`src/rtl/instruction_fetch_unit_pkg.sv`:
```
// Shared types and constants for the instruction fetch unit.
// Queue entries carry an instruction word and its byte PC.
package instruction_fetch_unit_pkg;
  localparam int INSTR_W = 32;
  localparam int ADDR_W  = 32;
  localparam logic [INSTR_W-1:0] NOP = '0;

  typedef struct packed {
    logic [INSTR_W-1:0] instr;
    logic [ADDR_W-1:0]  pc;
  } fq_entry_t;
endpackage

```
`src/rtl/instruction_fetch_unit_fetch_queue.sv`:
```
// Circular prefetch buffer: up to two pushes and one pop per cycle.
// A synchronous flush empties it; reset is asynchronous.
module instruction_fetch_unit_fetch_queue
  import instruction_fetch_unit_pkg::*;
#(
  parameter int QDEPTH = 4,
  localparam int PW = $clog2(QDEPTH),
  localparam int CW = PW + 1
) (
  input  logic          clk,
  input  logic          rst,
  input  logic          flush,
  input  logic [1:0]    push_n,
  input  fq_entry_t     push0,
  input  fq_entry_t     push1,
  input  logic          pop,
  output fq_entry_t     head,
  output logic [CW-1:0] count,
  output logic [CW-1:0] free
);

  fq_entry_t     mem [QDEPTH];
  logic [PW-1:0] rd;
  logic [PW-1:0] wr;
  logic [PW-1:0] wr1;

  assign wr1  = wr + PW'(1);
  assign head = mem[rd];
  assign free = CW'(QDEPTH) - count;

  always_ff @(posedge clk or posedge rst) begin
    if (rst) begin
      rd    <= '0;
      wr    <= '0;
      count <= '0;
    end else if (flush) begin
      rd    <= '0;
      wr    <= '0;
      count <= '0;
    end else begin
      wr    <= wr + PW'(push_n);
      rd    <= rd + PW'(pop);
      count <= count + CW'(push_n) - CW'(pop);
    end
  end

  // Storage needs no reset: entries are only visible while count > 0.
  always_ff @(posedge clk) begin
    if (!flush) begin
      if (push_n != 2'd0) mem[wr]  <= push0;
      if (push_n == 2'd2) mem[wr1] <= push1;
    end
  end

endmodule

```
`src/rtl/instruction_fetch_unit.sv`:
```
// Instruction fetch: owns the PC, prefetches up to two words per cycle
// into a small queue and hands them to decode via valid/ready.
module instruction_fetch_unit
  import instruction_fetch_unit_pkg::*;
#(
  parameter logic [31:0] RESET_PC   = 32'h0000_0000,
  parameter int          IMEM_WORDS = 128,
  parameter int          QDEPTH     = 4
) (
  input  logic        Clk,
  input  logic        Reset,
  output logic [31:0] ImemAddress,
  input  logic [31:0] ImemInstruction,
  input  logic [31:0] ImemLookAhead,
  input  logic        Redirect,
  input  logic [31:0] RedirectPC,
  input  logic        ID_Ready,
  output logic        IF_Valid,
  output logic [31:0] IF_Instruction,
  output logic [31:0] IF_PC,
  output logic [31:0] IF_PCPlus4,
  output logic        FetchDone
);

  localparam int CW = $clog2(QDEPTH) + 1;

  logic [ADDR_W-1:0] pc;
  logic [ADDR_W-1:0] pc_next;
  logic [ADDR_W-1:0] idx;
  logic              done;
  logic              pair_ok;
  logic [1:0]        push_n;
  logic              pop;
  fq_entry_t         push0;
  fq_entry_t         push1;
  fq_entry_t         head;
  logic [CW-1:0]     count;
  logic [CW-1:0]     free;

  assign idx         = {2'b00, pc[31:2]};
  assign ImemAddress = idx;
  assign done        = idx >= 32'(IMEM_WORDS);
  assign pair_ok     = idx <= 32'(IMEM_WORDS - 2);
  assign FetchDone   = done;

  assign push0 = '{instr: ImemInstruction, pc: pc};
  assign push1 = '{instr: ImemLookAhead, pc: pc + 32'd4};

  // A redirect flushes the head, so it must not also count as a pop.
  assign pop = IF_Valid && ID_Ready && !Redirect;

  always_comb begin
    push_n  = 2'd0;
    pc_next = pc;
    if (Redirect) begin
      pc_next = RedirectPC & ~32'h3;
    end else if (!done) begin
      if (free >= CW'(2) && pair_ok) begin
        push_n  = 2'd2;
        pc_next = pc + 32'd8;
      end else if (free >= CW'(1)) begin
        push_n  = 2'd1;
        pc_next = pc + 32'd4;
      end
    end
  end

  always_ff @(posedge Clk or posedge Reset) begin
    if (Reset) pc <= RESET_PC & ~32'h3;
    else       pc <= pc_next;
  end

  instruction_fetch_unit_fetch_queue #(.QDEPTH(QDEPTH)) u_fq (
    .clk    (Clk),
    .rst    (Reset),
    .flush  (Redirect),
    .push_n (push_n),
    .push0  (push0),
    .push1  (push1),
    .pop    (pop),
    .head   (head),
    .count  (count),
    .free   (free)
  );

  assign IF_Valid       = count != '0;
  assign IF_Instruction = IF_Valid ? head.instr : NOP;
  assign IF_PC          = IF_Valid ? head.pc : '0;
  assign IF_PCPlus4     = IF_Valid ? head.pc + 32'd4 : '0;

endmodule
```
`config.mk`:
```
export PLATFORM = sky130hd
export DESIGN_NAME = instruction_fetch_unit
export DESIGN_NICKNAME = d
export VERILOG_FILES = /design/src/rtl/instruction_fetch_unit_pkg.sv /design/src/rtl/instruction_fetch_unit_fetch_queue.sv /design/src/rtl/instruction_fetch_unit.sv
export SDC_FILE = /design/constraint.sdc
export NUM_CORES = 1
export LEC_CHECK = 0
export ABC_AREA = 1
export BUFFER_PORTS_ARGS = -buffer_cell sky130_fd_sc_hd__buf_2
export CORE_MARGIN = 4
export CORE_UTILIZATION = 25
export DETAILED_ROUTE_END_ITERATION = 7
export HOLD_SLACK_MARGIN = 0.02
export PLACE_DENSITY = 0.51
export RECOVER_POWER = 50
export SETUP_SLACK_MARGIN = 0.3
export SLEW_MARGIN = 20
export SYNTH_ARGS = -nofsm -noshare
export SYNTH_HDL_FRONTEND = slang
export SYNTH_SLANG_ARGS = --single-unit
```
`constraint.sdc`:
```
create_clock -name Clk -period 11.4 [get_ports Clk]
set_clock_uncertainty 0.1 [all_clocks]
set_input_delay 2.28 -clock Clk [delete_from_list [all_inputs] [get_ports Clk]]
set_output_delay 2.28 -clock Clk [all_outputs]
set_load 0.03 [all_outputs]
```
==> results_dict.tcl <==
set metrics [dict create \
    status "finished, violations left" \
    failed_checks "capacitance limit, slew limit" \
    cts_max_level 2 \
    top_usage_layer "met2" \
    crit_top_cell "clkbuf_1" \
    synth_top_area_share_pct 48.8 \
    cts_hold_buf 0 \
    rsz0062_at_grt "no" \
    grt_use_met1_pct 18.3 \
    cpPeakStageDelay_ps 2720 \
    cts.sinks 285 \
    cap_violations 8 \
    crit_fanout 79 \
    min_delay_path_depth 2 \
    ys_seq_area_share_pct 54.9 \
    antenna_left 0 \
    drt_iter0_drc 815 \
    period_needed_ps 8270 \
    first_pass_iters 7 \
    hpwl_um 30000 \
    synth_area_um2 15300 \
    min-delay-start "pc[9]" \
    required_ps 11530 \
    leakage_nw 7.64 \
    die_h_um 255 \
    layout.cells.non_filler 2715 \
    synth.largest_area_cell "edfxtp_1" \
    cts_tree "yes" \
    r2r_start "pc[4]" \
    tns_ps 0 \
    crit_arrival_ps 8400 \
    fin_ws_ps 3130 \
    syn_inst 1820 \
    crit_path_end_kind "flip-flop" \
    pre_cts_ws_ps 4880 \
    die_area_um2 65000 \
    report.final.slew_viol_count 479 \
    syn_avg_cell_area_um2 8.38 \
    first_global_vias 12000 \
    gr-usage-all-layers_pct 14.3 \
    start_util_pct 25.3 \
    nets 2022 \
    cts_resized 0 \
    crit_start "Redirect" \
    ys_types 38 \
    area_growth_pct 16.3 \
    drive_above_1_share_pct 14.8 \
    hold_path.class "flip-flop to flip-flop" \
    ys_seq_elements 285 \
    dp.cells 2650 \
    slowest_stage "clkbuf_1" \
    tightestPinTransition_ps 4540 \
    max_freq_ghz 0.121 \
    rows 90 \
    ff2ff_setup_slack_ps 4860 \
    vias 12200 \
    r2r-end "u_fq.mem[1][39]" \
    post-route-period-util_pct 72.6 \
    path_cells "clkbuf_1 > nor2_1 > nand2_4 > clkbuf_1 > o21ai_4 > clkbuf_1 > buf_16" \
    clockBufferDepth 3 \
    final_common_cell "nand2_1" \
    worstSkewPairLatency_ps 550 \
    grt_max_degree 117 \
    met3_usage_pct 2.38 \
    met2_usage_pct 25.2 \
    place_congestion 0.841 \
    via_per_inst 4.50 \
    final_cell_mix "496 x nand2_1, 271 x nor2_1, 248 x edfxtp_1, 243 x o21ai_0, 190 x buf_2" \
    postCtsSetupRepairBufs 0 \
    core-area_um2 60400 \
    antenna_found_initial 3 \
    cts_buffers 37 \
    ys.warnings.count 0 \
    drc 0 \
    hold_violations 0 \
    clk_pin_slew_ps 50 \
    setup_violations 0 \
    hold_end "pc[9]" \
    path_class "input port to flip-flop" \
    startpoint_type "input port" \
    wl_um 47800 \
    post_drt_wl_per_cell_um 17.6 \
    grt-ovfl-total 0 \
    finalCoreUtilization_pct 29.4 \
    io_pins 230 \
    die_width_um 255 \
    port_buffers 221 \
    ys_top_cells_by_area "edfxtp_1 49%, nand2_1 12%, o21ai_0 6.8%" \
    grt_pass1_wl_um 71900 \
    cts_root_buffer "clkbuf_16" \
    reg2reg_depth 12 \
    slew_headroom_pct -203 \
    p_per_area_nw_per_um2 176 \
    ir_drop_mv 0.0909 \
]
==> report_power, final <==
part	total [W]	leakage, nW	internal [W]	switching, W
Combinational	0.000748	4.36	0.000189	0.000559
Sequential	0.00120	2.69	0.00115	0.0000473
Clock	0.00118	0.589	0.000724	0.000458
Total	0.00313	7.64	0.00207	0.00106
==> cell families after synthesis <==
logic type / count (synthesis) / share of synthesized area (%)
xor+xnor: 25 / 1.44
other cells: 1 / 0.0246
simple gates: 887 / 23.7
compound gates: 291 / 9.60
fa+ha+maj: 14 / 1.20
flops: 285 / 54.9
buf+inv: 317 / 9.10
==> cell usage after synthesis <==
cell	number
nor2_2	4
inv_1	120
nand2_4	6
nor3_2	4
o21ai_0	206
xnor2_1	3
nor2_1	270
clkinv_1	2
o21a_1	1
clkbuf_1	117
o211ai_1	1
inv_2	5
clkinv_4	1
a21oi_1	42
buf_1	9
nor2_4	1
nand4_1	13
edfxtp_1	248
or2_2	3
nand2_1	496
a32oi_1	1
o21ai_1	40
nand3_4	2
buf_2	28
fa_1	1
xor2_1	22
nor3_1	2
and2_1	4
clkbuf_2	7
buf_6	12
conb_1	1
ha_1	13
nand2_2	5
nand3_1	75
dfrtp_1	37
and3_1	1
nor2_8	1
buf_4	16
==> sequential cells by signal (all words and copies together), names as in the netlist <==
register,count
u_fq.wr,2
u_fq.count,3
u_fq.rd,2
u_fq.mem,248
pc,30
==> stage by stage <==
| step | area (um^2) | hold slack (ps) | power [W] |
|---|---|---|---|
| floorplan | 15300 | 478 | 0.00175 |
| global placement | 16600 | 485 | 0.00198 |
| detailed placement | 16600 | 490 | 0.00199 |
| CTS | 17800 | 506 | 0.00319 |
| global route | 17700 | 540 | 0.00329 |
| finish | 17700 | 499 | 0.00313 |
==> per-layer routing <==
metal / up-vias / part of all wire, %
met5: - / 0
met2: 295 / 49
met4: 0 / 2.1
met1: 5829 / 44
met3: 63 / 5.0
li1: 6032 / -
==> layout make-up <==
cell class              count  area, um^2
diodes                      2        5.00
flip-flops and latches    285        8380
well taps                 782         978
clock inverters            15         194
clock buffers              47        1020
repair buffers            233        1160
multi-input cells        1223        5520
fillers                  6499       42600
inverters                 128         485
==> worst max path at each step <==
stage                      end  slack, ps
5_1_grt        u_fq.mem[2][42]       2450
6_report       u_fq.mem[2][39]       3130
3_5_place_dp    IF_PCPlus4[20]       4880
2_1_floorplan  u_fq.mem[2][10]       3330
3_3_place_gp    IF_PCPlus4[20]       4940
4_1_cts         IF_PCPlus4[20]       4280
==> worst max-delay path, delay by kind of cell <==
family	cells	cell delay, ps
buffers and inverters	4	5350
and+or+nand+nor	2	660
AOI/OAI and AO/OA	1	10
(Power assumes the default switching activity.)
